## src/rtl/decode_stage.sv

```systemverilog
// decode_stage: RV32I decode with main+skid output registers and writeback flush.
// Optional statistics counters are built only when RVGA_DECODE_STATS_EN is defined.
module decode_stage #(
   parameter int DATA_W     = 32,
   parameter int REG_ADDR_W = 5,
   parameter int STAT_W     = 32
) (
   input  logic                  clk,
   input  logic                  rst,
   input  logic                  ifetch_decode_v,
   input  logic [DATA_W-1:0]     ifetch_decode_pc,
   input  logic [DATA_W-1:0]     ifetch_decode_instruction,
   output logic                  decode_ifetch_ready,
   input  logic                  writeback_decode_flush,
   output logic                  decode_execute_v,
   input  logic                  execute_decode_ready,
   output logic [DATA_W-1:0]     decode_execute_pc,
   output logic [6:0]            decode_execute_opcode,
   output logic [2:0]            decode_execute_funct3,
   output logic [6:0]            decode_execute_funct7,
   output logic [REG_ADDR_W-1:0] decode_execute_rs1,
   output logic [REG_ADDR_W-1:0] decode_execute_rs2,
   output logic                  decode_execute_rs1_used,
   output logic                  decode_execute_rs2_used,
   output logic [REG_ADDR_W-1:0] decode_execute_rd,
   output logic                  decode_execute_rd_we,
   output logic [DATA_W-1:0]     decode_execute_imm,
   output logic                  decode_execute_illegal,
   output logic [STAT_W-1:0]     decode_stat_insn_cnt,
   output logic [STAT_W-1:0]     decode_stat_stall_cnt
);
   typedef struct packed {
      logic [DATA_W-1:0]     pc;
      logic [6:0]            opcode;
      logic [2:0]            funct3;
      logic [6:0]            funct7;
      logic [REG_ADDR_W-1:0] rs1;
      logic [REG_ADDR_W-1:0] rs2;
      logic [REG_ADDR_W-1:0] rd;
      logic                  rs1_used;
      logic                  rs2_used;
      logic                  rd_we;
      logic                  illegal;
      logic [DATA_W-1:0]     imm;
   } bundle_t;

   bundle_t dec, main_q, skid_q;
   logic main_v, skid_v, in_xfer, out_xfer;
   logic known, wr, u1, u2;
   logic [DATA_W-1:0] ins, imm, imm_i, imm_s, imm_b, imm_u, imm_j;

   assign ins   = ifetch_decode_instruction;
   assign imm_i = DATA_W'($signed(ins[31:20]));
   assign imm_s = DATA_W'($signed({ins[31:25], ins[11:7]}));
   assign imm_b = DATA_W'($signed({ins[31], ins[7], ins[30:25], ins[11:8], 1'b0}));
   assign imm_u = DATA_W'($signed({ins[31:12], 12'b0}));
   assign imm_j = DATA_W'($signed({ins[31], ins[19:12], ins[20], ins[30:21], 1'b0}));

   always_comb begin
      known = 1'b0;
      wr    = 1'b0;
      u1    = 1'b0;
      u2    = 1'b0;
      imm   = '0;
      case (ins[6:0])
         7'b0110111, 7'b0010111: begin known = 1'b1; wr = 1'b1; imm = imm_u; end
         7'b1101111: begin known = 1'b1; wr = 1'b1; imm = imm_j; end
         7'b1100111: begin known = ins[14:12] == 3'b000; wr = 1'b1; u1 = 1'b1; imm = imm_i; end
         7'b0000011, 7'b0010011: begin known = 1'b1; wr = 1'b1; u1 = 1'b1; imm = imm_i; end
         7'b0100011: begin known = 1'b1; u1 = 1'b1; u2 = 1'b1; imm = imm_s; end
         7'b1100011: begin known = 1'b1; u1 = 1'b1; u2 = 1'b1; imm = imm_b; end
         7'b0110011: begin known = 1'b1; wr = 1'b1; u1 = 1'b1; u2 = 1'b1; end
         7'b0001111: known = 1'b1;
         7'b1110011: begin known = 1'b1; wr = ins[14:12] != 3'b000; end
         default: ;
      endcase
      dec          = '0;
      dec.pc       = ifetch_decode_pc;
      dec.opcode   = ins[6:0];
      dec.funct3   = ins[14:12];
      dec.funct7   = ins[31:25];
      dec.rs1      = ins[19:15];
      dec.rs2      = ins[24:20];
      dec.rd       = ins[11:7];
      dec.illegal  = !known || ins == '0 || &ins;
      dec.rd_we    = !dec.illegal && wr && ins[11:7] != '0;
      dec.rs1_used = !dec.illegal && u1;
      dec.rs2_used = !dec.illegal && u2;
      dec.imm      = dec.illegal ? '0 : imm;
   end

   assign decode_ifetch_ready = !skid_v;
   assign in_xfer  = ifetch_decode_v && !skid_v;
   assign out_xfer = main_v && execute_decode_ready;

   // Skid content always drains into main before any newer bundle is accepted.
   always_ff @(posedge clk) begin
      if (rst) begin
         main_v <= 1'b0;
         skid_v <= 1'b0;
         main_q <= '0;
         skid_q <= '0;
      end else if (writeback_decode_flush) begin
         main_v <= 1'b0;
         skid_v <= 1'b0;
      end else if (!main_v || out_xfer) begin
         main_v <= skid_v || in_xfer;
         skid_v <= 1'b0;
         if (skid_v) main_q <= skid_q;
         else if (in_xfer) main_q <= dec;
      end else if (in_xfer) begin
         skid_v <= 1'b1;
         skid_q <= dec;
      end
   end

   assign decode_execute_v        = main_v;
   assign decode_execute_pc       = main_q.pc;
   assign decode_execute_opcode   = main_q.opcode;
   assign decode_execute_funct3   = main_q.funct3;
   assign decode_execute_funct7   = main_q.funct7;
   assign decode_execute_rs1      = main_q.rs1;
   assign decode_execute_rs2      = main_q.rs2;
   assign decode_execute_rs1_used = main_q.rs1_used;
   assign decode_execute_rs2_used = main_q.rs2_used;
   assign decode_execute_rd       = main_q.rd;
   assign decode_execute_rd_we    = main_q.rd_we;
   assign decode_execute_imm      = main_q.imm;
   assign decode_execute_illegal  = main_q.illegal;

`ifdef RVGA_DECODE_STATS_EN
   always_ff @(posedge clk) begin
      if (rst) begin
         decode_stat_insn_cnt  <= '0;
         decode_stat_stall_cnt <= '0;
      end else begin
         if (out_xfer) decode_stat_insn_cnt <= decode_stat_insn_cnt + 1'b1;
         if (main_v && !execute_decode_ready) decode_stat_stall_cnt <= decode_stat_stall_cnt + 1'b1;
      end
   end
`else
   assign decode_stat_insn_cnt  = '0;
   assign decode_stat_stall_cnt = '0;
`endif
endmodule
```

## config.mk

```make
export PLATFORM = sky130hd
export DESIGN_NAME = decode_stage
export DESIGN_NICKNAME = d
export VERILOG_FILES = /design/src/rtl/decode_stage.sv
export SDC_FILE = /design/constraint.sdc
export NUM_CORES = 1
export LEC_CHECK = 0
export ABC_CLOCK_PERIOD_IN_PS = 2400
export BUFFER_PORTS_ARGS = -buffer_cell sky130_fd_sc_hd__buf_2
export CAP_MARGIN = 20
export CELL_PAD_IN_SITES_DETAIL_PLACEMENT = 0
export CELL_PAD_IN_SITES_GLOBAL_PLACEMENT = 2
export CORE_ASPECT_RATIO = 0.8
export CORE_UTILIZATION = 32
export CTS_BUF_LIST = sky130_fd_sc_hd__clkbuf_8
export CTS_CLUSTER_SIZE = 25
export DETAILED_ROUTE_END_ITERATION = 12
export PLACE_DENSITY = 0.8
export SYNTH_ARGS = -nofsm -noshare
export SYNTH_HDL_FRONTEND = slang
export SYNTH_SLANG_ARGS = --single-unit
```

## constraint.sdc

```tcl
create_clock -name clk -period 2.4 [get_ports clk]
set_input_delay 0.36 -clock clk [delete_from_list [all_inputs] [get_ports clk]]
set_output_delay 0.36 -clock clk [all_outputs]
set_load 0.1 [all_outputs]
```

# After elaboration in Yosys (flattened, before gate mapping)
# Cells that the tools add are included.
[word_totals]
word_cells = 77
register_bits = 202
out_inout_bits = 166
in_bits = 69
[op_classes]
n_eq_ne = 11
muxes = 8
bitwise = 2
reduce_logical = 30
[ops]
columns = ["cell", "count"]
rows = [
  ["2-to-1 mux 100 bit", 2],
  ["one-hot mux 32 bit (5 select lines)", 1],
  ["logical NOT 32 bit", 1],
  ["2-to-1 mux 32 bit", 1],
  ["AND reduction 32 bit", 1],
  ["equality test 7 bit, second input constant", 4],
  ["equality test 7 x 6 -> 1 bit, second input constant", 3],
  ["equality test 7 x 5 -> 1 bit, second input constant", 2],
  ["OR reduction 10 bit", 1],
  ["OR reduction 3 bit", 3],
  ["equality test 7 x 2 -> 1 bit, second input constant", 1],
  ["equality test 7 x 4 -> 1 bit, second input constant", 1],
  ["OR reduction 7 bit", 1],
  ["logical AND 1 bit", 6],
  ["AND reduction 3 bit", 2],
  ["OR reduction 6 bit", 1],
  ["nonzero test 5 bit", 1],
  ["logical NOT 1 bit", 4],
  ["logical OR 1 bit", 4],
  ["one-hot mux 1 bit (2 select lines)", 2],
  ["OR reduction 2 bit", 2],
  ["logical NOT 3 bit", 1],
  ["nonzero test 3 bit", 1],
  ["2-to-1 mux 1 bit", 2],
  ["other kinds (2)", 3],
]

# Longest topological paths before layout
# Gate-level depths: netlist (run 1).
[depth]
word_depth = 11
mapped_depth = 7
ltp_nobuf = 5

# Least setup slack after synthesis (run 1)
# No wires, ideal clock.
[synth_path]
path_kind = "reg2reg"
startpoint = "register main_v, in the netlist decode_execute_v"
endpoint = "register skid_q[34] (netlist bit)"
t_arrival_ps = 2221
n_path_buf = 3
required_ps = 2272
path_slack_ps = 52
stages_incl_launch_ff = 8
setup_ps = 128
period_less_slack_ps = 2348
cell_sequence = "dfxtp_1 nand2b_1 or3_1 clkbuf_1 clkbuf_1 clkbuf_1 a21oi_1 nor2_1"
[synth_via]
elab_chain_cells = 4
elab_cells_between_ends = 5
cone_classes = "bitwise: 1; reduce/logical: 4"
[synth_lines]
columns = ["element", "line_no", "source"]
rows = [
  ["start: declaration", "48", "logic main_v, skid_v, in_xfer, out_xfer;"],
  ["start signal: assignment", "107", "main_v <= skid_v || in_xfer;"],
  ["logical NOT 1 bit / logical AND 1 bit (equally long branches)", "106, 94", ""],
  ["logical OR 1 bit *", "106", "end else if (!main_v || out_xfer) begin"],
  ["inverter 1 bit (no line) *", "--", ""],
  ["AND reduction 3 bit (no line) *", "--", ""],
  ["end signal: assignment", "102", "skid_q <= '0;"],
  ["end signal: assignment", "113", "skid_q <= dec;"],
  ["end: declaration", "47", "bundle_t dec, main_q, skid_q;"],
]
# Mark *: on every way between the ends. The rest lies on a longest branch, timed or not.
# A chain may end at the register's enable or synchronous reset.

# Final worst setup path (run 1)
[layout_path]
startpoint = "register skid_v"
endpoint = "output port decode_ifetch_ready"
[layout_via]
elab_chain_cells = 1
[layout_lines]
columns = ["element", "line_no", "source"]
rows = [
  ["start: declaration", "48", ""],
  ["start signal: assignment", "100", "skid_v <= 1'b0;"],
  ["start signal: assignment", "105", "skid_v <= 1'b0;"],
  ["start signal: assignment", "108", "skid_v <= 1'b0;"],
  ["logical NOT 1 bit", "92", "assign decode_ifetch_ready = !skid_v;"],
  ["end: declaration", "13", "output logic decode_ifetch_ready,"],
]
# No other way between the ends.

==> qor.csv, run 1 <==
metric,value,unit
core area,0.02750,mm^2
Worst Hold End,skid_q[98]$_SDFFE_PP0P_,
die footprint,0.02884,mm^2
"Avg Cell Area, Syn",8.921,um^2
CTS Root Cell,clkbuf_8,
HP Class,in2reg,
leading area contributor after synthesis,dfxtp_1,
Max Cap Violations,0,
post-synth top area share,44.88,%
RSZ-0062 raised after global routing,false,
initial core utilization,32.76,%
post-route setup TNS,0,ns
setup bufs post-CTS,0,
Final setup viols,0,
most frequent cells in the layout,"dfxtp_1 (201), buf_2 (169), nand2_1 (137)",
"Distinct cells, synth",65,
Slew headroom,57.18,%
"Async S/R FF share, synth",0,%
hold_buf cts,0,
status,"complete, no violations",
GRT overflow,0,
num ports,235,
met2 WL,11.12,mm
Tot Pwr,8607,uW
via count,7686,
Die H,152.1,um
post-layout min period,2.176,ns
"Seq/Total Area, Yosys",44.88,%
Min Hold Slack,0.07713,ns
# DRC,0,
"top cells by area, synth","dfxtp_1 (45%), mux2i_1 (6.4%), a211oi_1 (6.2%)",
clock transition at the registers of the reported paths,0.06,ns
CP Launch Type,flop,
hold path depth,3,
Reg2Reg Depth,4,
layout cells sized above 1,24.14,%
antenna violations before repair,2,
max frequency,0.4596,GHz
worst-path fanout max,37,
M1 WL,13.30,mm
register area,0.004048,mm^2
clock skew,0.01317,ns
actual slew at the worst max-slew pin,0.6423,ns
Fill cells,2834,
YS warnings,0,
htree depth,2,
P per Cell Area,793.8,mW/mm^2
"commonest non-fill, non-tap cell in the layout",dfxtp_1,
Syn Inst Count,1010,
Routed Antenna Nets,0,
Post-synth EDFFs,0,
period utilization,90.66,%
post-synthesis instance area,0.009010,mm^2
worst flop-to-flop path startpoint,skid_v$_SDFFE_PP0P_,
final WL,26.65,mm
crit-path max cell delay,0.47,ns
drt first pass iters,5,
P_leak,0.004451,uW
Slowest cell on crit path,buf_2,
number of port buffers,170,
Post-CTS Resized,0,
Post-DP HPWL,17.84,mm
Crit Path Class,reg2out,
met3 wire length,1.745,mm
Worst EP arrival,1.82,ns
Final GP Congestion,0.9083,
Hold Startpoint,ifetch_decode_pc[30],
Avg WL per Cell,17.11,um
Placed Instances,1496,
Final #Nets,1239,
reg2reg end,decode_execute_funct3[0]$_SDFFE_PP0P_,
Iter 0 DRT Violations,458,
largest net degree at the start of global routing,103,
most common flop cell mapped by yosys,dfxtp_1,
Max Buffers Root-to-Sink,3,
row count,54,
#FFs+latches synth,202,
drt via density,4.933,
final hold vios,0,
total track usage,17.98,%
post-route non-filler standard cell count,1558,
"Slew Viols, Final",0,
# clock sinks,202,
clock buffer count from CTS,36,
area grow syn2layout,20.34,%
Worst R2R Setup Slack,0.54,ns
die width,189.6,um
Worst-Skew Late Latency,0.53,ns
vias in the first global route,7083,
Worst IR Drop VDD,0.4595,mV
Worst Setup End Kind,output port,
"Req. time, crit path",2.04,ns
first-pass GRT wire length,41.12,mm
area taken by multi-input logic gates,0.004358,mm^2
CTS tree,yes,
"Cell Chain, Critical Path",buf_4 > inv_1 > buf_2,
Max Used Layer,met5,
[per-layer routing]
metal	GRT usage [%]	up-vias
li1	-	3800
met1	26.31	3621
met2	25.83	220
met3	4.574	43
met4	4.839	2
met5	0	-
[final cells by class]
| type | instances | share of cell area [%] |
|---|---|---|
| well taps | 364 | 4.200 |
| multi-input cells | 721 | 40.19 |
| diodes | 1 | 0.02308 |
| flip-flops and latches | 202 | 37.33 |
| clock inverters | 14 | 1.096 |
| repair buffers | 206 | 11.09 |
| clock buffers | 47 | 5.966 |
| inverters | 3 | 0.1039 |
[cell usage after synthesis (2+ instances only)]
library cell / instances
a211oi_1: 74
a21o_1: 20
a21oi_1: 103
a21oi_4: 2
a22o_1: 30
a311oi_1: 2
a32o_1: 8
and2_1: 3
and3_1: 27
buf_1: 6
buf_2: 17
buf_4: 66
buf_6: 3
clkbuf_1: 54
dfxtp_1: 202
inv_1: 3
mux2i_1: 58
nand2_1: 137
nand2b_1: 7
nand3_1: 2
nor2_1: 82
nor2b_1: 9
nor3_1: 10
o211ai_1: 8
o21a_2: 2
o21ai_0: 7
o2bb2ai_1: 26
o31ai_1: 2
or3_1: 4
[critical path: cells and delay by family, from the launching register on]
family                 cells  cell delay (ns)
DFF                        1             0.34
buffers and inverters      3             0.92
[metrics by stage]
step | setup WS, ns | util, % | area (um^2)
floorplan | 0.05159 | - | 9246
global placement | 0.2452 | 36.64 | 10070
detailed placement | 0.1971 | 36.64 | 10070
CTS | 0.2167 | 39.42 | 10840
global route | 0.1553 | 39.42 | 10840
finish | 0.2241 | 39.43 | 10840
[flip-flops by register name, indices dropped and copies added (netlist names)]
signal                   count
decode_execute_rd_we         1
decode_execute_pc           32
skid_v                       1
decode_execute_imm          32
skid_q                     100
decode_execute_illegal       1
decode_execute_funct7        7
decode_execute_funct3        3
decode_execute_opcode        7
decode_execute_rs2_used      1
decode_execute_rs1_used      1
decode_execute_rs2           5
decode_execute_rd            5
decode_execute_v             1
decode_execute_rs1           5
[worst max path at each step]
stage,end,startpoint
after floorplan,skid_q[34]$_SDFFE_PP0P_,decode_execute_v$_SDFFE_PP0P_
after global placement,skid_q[10]$_SDFFE_PP0P_,ifetch_decode_instruction[2]
after detailed placement,skid_q[10]$_SDFFE_PP0P_,ifetch_decode_instruction[2]
after CTS,decode_ifetch_ready,skid_v$_SDFFE_PP0P_
after global routing,decode_ifetch_ready,skid_v$_SDFFE_PP0P_
final,decode_ifetch_ready,skid_v$_SDFFE_PP0P_
[power by group]
group	internal (uW)	switching, uW	leakage [uW]
clock network	1970	1470	0.000413
registers	3450	44.2	0.00164
logic	250	1430	0.00240
[kinds of logic (layout without fill, tap and decap cells)]
kind of cell | count (synthesis) | count (layout) | synth area share (%)
other | 1 | 65 | 0.04162
AND/OR/NAND/NOR | 302 | 302 | 15.51
flip-flops | 202 | 202 | 44.88
multiplexers | 59 | 59 | 6.569
AO/OA/AOI/OAI | 296 | 296 | 23.47
buffers and inverters | 150 | 270 | 9.526
(Power assumes the default switching activity.)
==> run 2, diff against run 1 <==
--- a/config.mk
+++ b/config.mk
@@ -11,5 +11,5 @@
 export CELL_PAD_IN_SITES_DETAIL_PLACEMENT = 0
 export CELL_PAD_IN_SITES_GLOBAL_PLACEMENT = 2
-export CORE_ASPECT_RATIO = 0.8
+export CORE_ASPECT_RATIO = 0.6
 export CORE_UTILIZATION = 32
 export CTS_BUF_LIST = sky130_fd_sc_hd__clkbuf_8
==> constraint.sdc (replaced) <==
create_clock -name clk -period 2.4 [get_ports clk]
set_input_delay 0.48 -clock clk [delete_from_list [all_inputs] [get_ports clk]]
set_output_delay 0.48 -clock clk [all_outputs]
set_load 0.1 [all_outputs]
==> run 2 against run 1 <==
Effect of this change: wire length is 4.7% higher; combinational power hardly changed; cell area is 1.1% lower; total power is 4.8% lower; first-iteration DRC count is 32% higher; sequential share of layout area is 0.41 points higher; via count is 0.74% higher; final cell count is 0.26% lower; largest power group unchanged; die area hardly changed; clock skew is 0.014 ns higher; global-route usage is 1.1 points higher; highest routed layer is now met4; core utilization is 0.63 points lower.
==> qor.csv, run 2 (synthesis gave the netlist of run 1 again) <==
metric,value,unit,change
Routed Antenna Nets,0,,unchanged
post-route non-filler standard cell count,1554,,-0.26%
Slowest cell on crit path,or4_1,,
Placed Instances,1497,,+0.067%
worst slack at placement,0.07261,ns,-0.1245 ns
"Cell Chain, Critical Path",nor2b_1 > or4_1 > nor3_2 > o2bb2ai_1,,
via count,7743,,+0.74%
Worst IR Drop VDD,0.3120,mV,-32%
htree depth,2,,unchanged
Worst-Skew Late Latency,0.54,ns,about the same
layout cells sized above 1,23.17,%,-0.97 points
most frequent cells in the layout,"dfxtp_1 (201), buf_2 (169), nand2_1 (137)",,
number of port buffers,170,,unchanged
"Req. time, crit path",2.86,ns,+0.82 ns
Worst R2R Setup Slack,0.40,ns,-0.14 ns
Max Cap Violations,0,,unchanged
final setup margin,0.3952,ns,+0.1712 ns
clock skew,0.02757,ns,+0.01440 ns
crit path buf inv count,0,,-3
# clock sinks,202,,unchanged
hold path depth,3,,unchanged
post-layout min period,2.005,ns,-0.1712 ns
Worst Setup End Kind,flop,,
Avg WL per Cell,17.95,um,+4.9%
Reg2Reg Depth,4,,unchanged
Post-CTS Resized,0,,unchanged
P_leak,0.004399,uW,-1.2%
initial core utilization,32.60,%,-0.17 points
die width,218.6,um,+15%
P per Cell Area,764.1,mW/mm^2,-3.7%
vias in the first global route,7165,,+1.2%
RSZ-0062 raised after global routing,false,,
clock transition at the registers of the reported paths,0.06,ns,about the same
n_diodes,0,,-1
"delay-heaviest family, CP",simple AND/OR/NAND/NOR gates,,
Post-DP HPWL,18.49,mm,+3.6%
Worst EP arrival,2.46,ns,+0.64 ns
Layout Utilization,38.80,%,-0.63 points
Final #Nets,1236,,-0.24%
largest net degree at the start of global routing,137,,+33%
GRT overflow,0,,unchanged
hold_buf cts,0,,unchanged
final WL,27.90,mm,+4.7%
clock buffer count from CTS,35,,-2.8%
total track usage,19.06,%,+1.1 points
Max Buffers Root-to-Sink,3,,unchanged
number of flip-flops in the largest register,100,,unchanged
crit-path max cell delay,0.62,ns,+0.15 ns
core area,0.02764,mm^2,+0.51%
Iter 0 DRT Violations,605,,+32%
post-route setup TNS,0,ns,unchanged
# DRC,0,,unchanged
Tot Pwr,8195,uW,-4.8%
Die H,132.0,um,-13%
Biggest register,skid_q,,
Crit Path Class,reg2reg,,
Fill cells,2888,,+1.9%
row count,47,,-13%
Final GP Congestion,0.8540,,-6.0%
worst-path fanout max,8,,-78%
Final setup viols,0,,unchanged
CTS Root Cell,clkbuf_8,,
CTS tree,yes,,
"commonest non-fill, non-tap cell in the layout",dfxtp_1,,
max frequency,0.4988,GHz,+8.5%
antenna violations before repair,0,,-2
drt first pass iters,5,,unchanged
status,"complete, no violations",,
CP Launch Type,flop,,
Slew headroom,30.05,%,-27 points
Worst Hold End,skid_q[83]$_SDFFE_PP0P_,,
num ports,235,,unchanged
drt via density,4.983,,+1.0%
"Slew Viols, Final",0,,unchanged
actual slew at the worst max-slew pin,1.049,ns,+0.4069 ns
die footprint,0.02885,mm^2,about the same
area taken by multi-input logic gates,0.004358,mm^2,unchanged
register area,0.004048,mm^2,unchanged
worst flop-to-flop path startpoint,decode_execute_v$_SDFFE_PP0P_,,
setup bufs post-CTS,0,,unchanged
Hold Startpoint,ifetch_decode_pc[15],,
reg2reg end,decode_execute_imm[17]$_SDFFE_PP0P_,,
area grow syn2layout,19.04,%,
first-pass GRT wire length,42.81,mm,+4.1%
HP Class,in2reg,,
final hold vios,0,,unchanged
period utilization,83.53,%,-7.1 points
-- run 2: routing by layer --
layer	vias to the layer above	routed length (um)	GRT usage (%)	share of wire, %
met4	0	323	4.312	1.2
met1	3705	14530	30.16	52
li1	3789	-	-	-
met3	29	2173	5.467	7.8
met2	220	10870	24.53	39
met5	-	0	0	0
-- run 2: area by class of cell --
class | count | share of cell area (%)
sequential | 202 | 37.74
multi-input combinational | 721 | 40.63
inverter | 3 | 0.1050
tap | 367 | 4.281
clock inverter | 14 | 0.5366
clock buffer | 43 | 5.518
timing repair buffer | 204 | 11.19
-- run 2: worst max path at each step --
stage,from,endpoint,slack (ns),cells past startpoint
final,decode_execute_v$_SDFFE_PP0P_,decode_execute_imm[17]$_SDFFE_PP0P_,0.40,4
after CTS,decode_execute_v$_SDFFE_PP0P_,decode_execute_imm[17]$_SDFFE_PP0P_,0.39,4
after detailed placement,ifetch_decode_instruction[3],decode_execute_imm[17]$_SDFFE_PP0P_,0.07,6
after global placement,ifetch_decode_instruction[3],decode_execute_imm[12]$_SDFFE_PP0P_,0.1,6
after floorplan,decode_execute_v$_SDFFE_PP0P_,skid_q[34]$_SDFFE_PP0P_,0.05,7
after global routing,decode_execute_v$_SDFFE_PP0P_,decode_execute_imm[16]$_SDFFE_PP0P_,0.30,4
-- run 2: worst reg2reg max path: cells and delay by family (launching register included) --
| kind | cells | cell delay [ns] |
|---|---|---|
| flops | 1 | 0.31 |
| compound gates | 1 | 0.20 |
| simple gates | 3 | 1.42 |
-- run 2: through the flow --
step	instance area [um^2]	hold slack (ns)
global placement	10080	0.4296
detailed placement	10080	0.4426
CTS	10730	0.1471
floorplan	9246	0.4172
finish	10730	0.1908
global route	10730	0.1625
-- run 2: power by group --
part	internal [uW]	leakage (uW)	switching (uW)
logic	248	0.00238	1450
registers	3450	0.00164	46.4
clock network	1600	0.000377	1400
==> run 3, diff against run 2 <==
Settings changed: ABC_AREA from default to 1, ABC_CLOCK_PERIOD_IN_PS 2400 to 1800, CORE_UTILIZATION 32 to 27, PLACE_DENSITY 0.8 to 0.77.
Clock period 2.4 ns to 1.8 ns, I/O delays scaled along.
==> run 3 against run 2 <==
Effect of this change: worst setup slack got worse by 0.36 ns; final cell count rose by 19%; combinational power rose by 29%; highest routed layer unchanged; sequential power rose by 34%; core utilization fell by 5.0 points; global-route usage fell by 2.1 points; first-iteration DRC count fell by 9.9%; critical endpoint is now decode_execute_imm[2]; non-clock buffer count rose by 12; register-to-register slack got worse by 0.19 ns; synthesized cell count rose by 23%; critical path depth fell by 3; worst hold slack got worse by 0.12 ns; critical path type is now reg2out.
==> qor.csv, run 3 <==
metric,value,unit,change
post-synthesis instance area,0.008951,mm^2,-0.65%
layout cells sized above 1,20.76,%,-2.4 points
Syn Inst Count,1239,,+23%
crit-path max cell delay,0.50,ns,-0.12 ns
Avg WL per Cell,15.70,um,-13%
final hold vios,0,,unchanged
Fill cells,3537,,+22%
leading area contributor after synthesis,dfxtp_1,,
die width,237.1,um,+8.4%
P_leak,0.005384,uW,+22%
Post-synth EDFFs,0,,unchanged
post-synth top area share,45.18,%,+0.29 points
final setup margin,0.03359,ns,-0.3616 ns
Worst-Skew Late Latency,0.54,ns,about the same
Die H,143.0,um,+8.4%
crit path buf inv count,1,,+1
antenna violations before repair,2,,+2
GRT overflow,0,,unchanged
# DRC,0,,unchanged
via count,8396,,+8.4%
clock buffer count from CTS,36,,+2.9%
number of port buffers,170,,unchanged
worst slack at placement,-0.1127,ns,-0.1853 ns
"Req. time, crit path",1.44,ns,-1.42 ns
Worst Hold End,skid_q[78]$_SDFFE_PP0P_,,
Slowest cell on crit path,buf_2,,
"Distinct cells, synth",28,,-57%
Psw,3918,uW,+35%
initial core utilization,27.50,%,-5.1 points
Tot Pwr,11090,uW,+35%
die footprint,0.03391,mm^2,+18%
Routed Antenna Nets,0,,unchanged
setup bufs post-CTS,0,,unchanged
leading cell type by number of instances after synthesis,nand2_1,,
worst flop-to-flop path startpoint,decode_execute_v$_SDFFE_PP0P_,,
Worst IR Drop VDD,0.4598,mV,+47%
reg2reg end,decode_execute_opcode[2]$_SDFFE_PP0P_,,
Worst EP arrival,1.41,ns,-1.05 ns
number of flip-flops in the largest register,100,,unchanged
HP Class,in2reg,,
htree depth,2,,unchanged
post-route non-filler standard cell count,1846,,+19%
P per Cell Area,1008,mW/mm^2,+32%
# clock sinks,202,,unchanged
most frequent cells in the layout,"nand2_1 (304), dfxtp_1 (200), o21ai_0 (179)",,
num ports,235,,unchanged
Slew headroom,58.69,%,+29 points
RSZ-0062 raised after global routing,false,,
CTS tree,yes,,
Iter 0 DRT Violations,545,,-9.9%
Biggest register,skid_q,,
status,"complete, no violations",,
row count,51,,+8.5%
sequential power share,42.2,%,-0.4 points
"delay-heaviest family, CP",buffers and inverters,,
"Design Area, Final",0.01101,mm^2,+2.6%
clock share of power,38.0,%,+1.3 points
#FFs+latches synth,202,,unchanged
area grow syn2layout,22.98,%,
clock skew,0.02179,ns,-0.005779 ns
first-pass GRT wire length,44.71,mm,+4.4%
"Slew Viols, Final",0,,unchanged
Hold Startpoint,ifetch_decode_pc[10],,
largest net degree at the start of global routing,89,,-35%
YS warnings,0,,unchanged
Layout Utilization,33.83,%,-5.0 points
worst-path fanout max,2,,-6
drt first pass iters,6,,+1
CP Launch Type,flop,,
max frequency,0.5661,GHz,
hold path depth,3,,unchanged
total track usage,16.93,%,-2.1 points
Final GP Congestion,0.7915,,-7.3%
Crit Path Class,reg2out,,
core area,0.03254,mm^2,+18%
most common flop cell mapped by yosys,dfxtp_1,,
Comb power frac,19.8,%,-0.9 points
Worst Setup End Kind,output port,,
"top cells by area, synth","dfxtp_1 (45%), nand2_1 (13%), o21ai_0 (10%)",,
Post-DP HPWL,19.22,mm,+4.0%
"Avg Cell Area, Syn",7.224,um^2,-19%
Worst R2R Setup Slack,0.21,ns,-0.19 ns
drt via density,4.548,,-8.7%
Placed Instances,1785,,+19%
CTS Root Cell,clkbuf_8,,
Post-synth top cells,"nand2_1 (304), dfxtp_1 (202), o21ai_0 (179)",,
Sw Ratio,35.32,%,-0.050 points
period utilization,98.13,%,
final WL,28.98,mm,+3.9%
hold_buf cts,0,,unchanged
Max Cap Violations,0,,unchanged
Final #Nets,1470,,+19%
"Async S/R FF share, synth",0,%,unchanged
Post-DP Area,0.01024,mm^2,+1.7%
actual slew at the worst max-slew pin,0.6239,ns,-0.4253 ns
internal power,7175,uW,+35%
Reg2Reg Depth,8,,+4
"Cell Chain, Critical Path",buf_2,,
Max Buffers Root-to-Sink,3,,unchanged
Final setup viols,0,,unchanged
"commonest non-fill, non-tap cell in the layout",nand2_1,,
"Seq/Total Area, Yosys",45.18,%,+0.29 points
clock transition at the registers of the reported paths,0.07,ns,about the same
vias in the first global route,7625,,+6.4%
post-layout min period,1.766,ns,
Post-CTS Resized,3,,+3
-- run 3: changes by cell type after synthesis, sizes merged, moves of 20 or more --
cell,previous run,this run
a31oi,0,65
a22o,30,0
and3,27,0
a211oi,75,0
mux2i,58,0
nand2,137,309
o21ai,8,179
a21o,20,0
inv,3,70
o2bb2ai,26,0
a21oi,105,134
-- run 3: worst reg2reg max path: cells and delay by family, from the launching register on --
kind | cells | cell delay, ns
flops | 1 | 0.34
simple gates | 2 | 0.24
compound gates | 2 | 0.29
buf+inv | 4 | 0.63
-- run 3: power by group through the flow --
stage	sequential [uW]	clock, uW	combinational, uW
floorplan	5550	0	1090
global placement	4780	0	2190
detailed placement	4780	0	2200
CTS	4680	4400	2210
global route	4690	4590	2310
finish	4680	4220	2190
-- run 3: metrics by stage --
stage / TNS [ns] / hold WS, ns
global placement: -1.289 / 0.4547
detailed placement: -2.194 / 0.4524
floorplan: 0 / 0.4554
CTS: 0 / 0.02722
finish: 0 / 0.06642
global route: 0 / 0.03160
-- run 3: logic make-up after synthesis --
| logic type | Yosys count | share of synthesized area, % |
|---|---|---|
| AND/OR/NAND/NOR | 431 | 19.33 |
| AO/OA/AOI/OAI | 380 | 22.59 |
| buffers and inverters | 225 | 12.86 |
| flip-flops | 202 | 45.18 |
| other | 1 | 0.04189 |
-- run 3: area by class of cell --
cell class                 instances  area (um^2)  area share, %
timing repair buffer             216         1479          13.43
sequential                       202         4049          36.78
tap                              424        530.5          4.819
multi-input combinational        875         3999          36.33
clock inverter                    13        58.81         0.5342
inverter                          70        270.3          2.455
antenna                            1        2.502        0.02273
clock buffer                      45        619.3          5.626
-- run 3: worst max-delay path by stage --
stage	start	end	slack [ns]	cells after the start
2_1_floorplan	decode_execute_v$_SDFFE_PP0P_	skid_q[16]$_SDFFE_PP0P_	0.06	7
3_3_place_gp	ifetch_decode_instruction[1]	decode_execute_imm[3]$_SDFFE_PP0P_	-0.12	12
3_5_place_dp	ifetch_decode_instruction[1]	decode_execute_imm[3]$_SDFFE_PP0P_	-0.11	12
4_1_cts	decode_execute_imm[4]$_SDFFE_PP0P_	decode_execute_imm[4]	0.0006	1
5_1_grt	decode_execute_imm[4]$_SDFFE_PP0P_	decode_execute_imm[4]	0.001	1
6_report	decode_execute_imm[2]$_SDFFE_PP0P_	decode_execute_imm[2]	0.03	1
-- run 3: metal layers --
| layer | vias up | wire length (um) | global-route usage, % |
|---|---|---|---|
| met2 | 206 | 11760 | 24.27 |
| met3 | 39 | 1981 | 4.330 |
| met1 | 3870 | 14780 | 24.87 |
| met5 | - | 0 | 0 |
| li1 | 4281 | - | - |
| met4 | 0 | 459 | 4.244 |
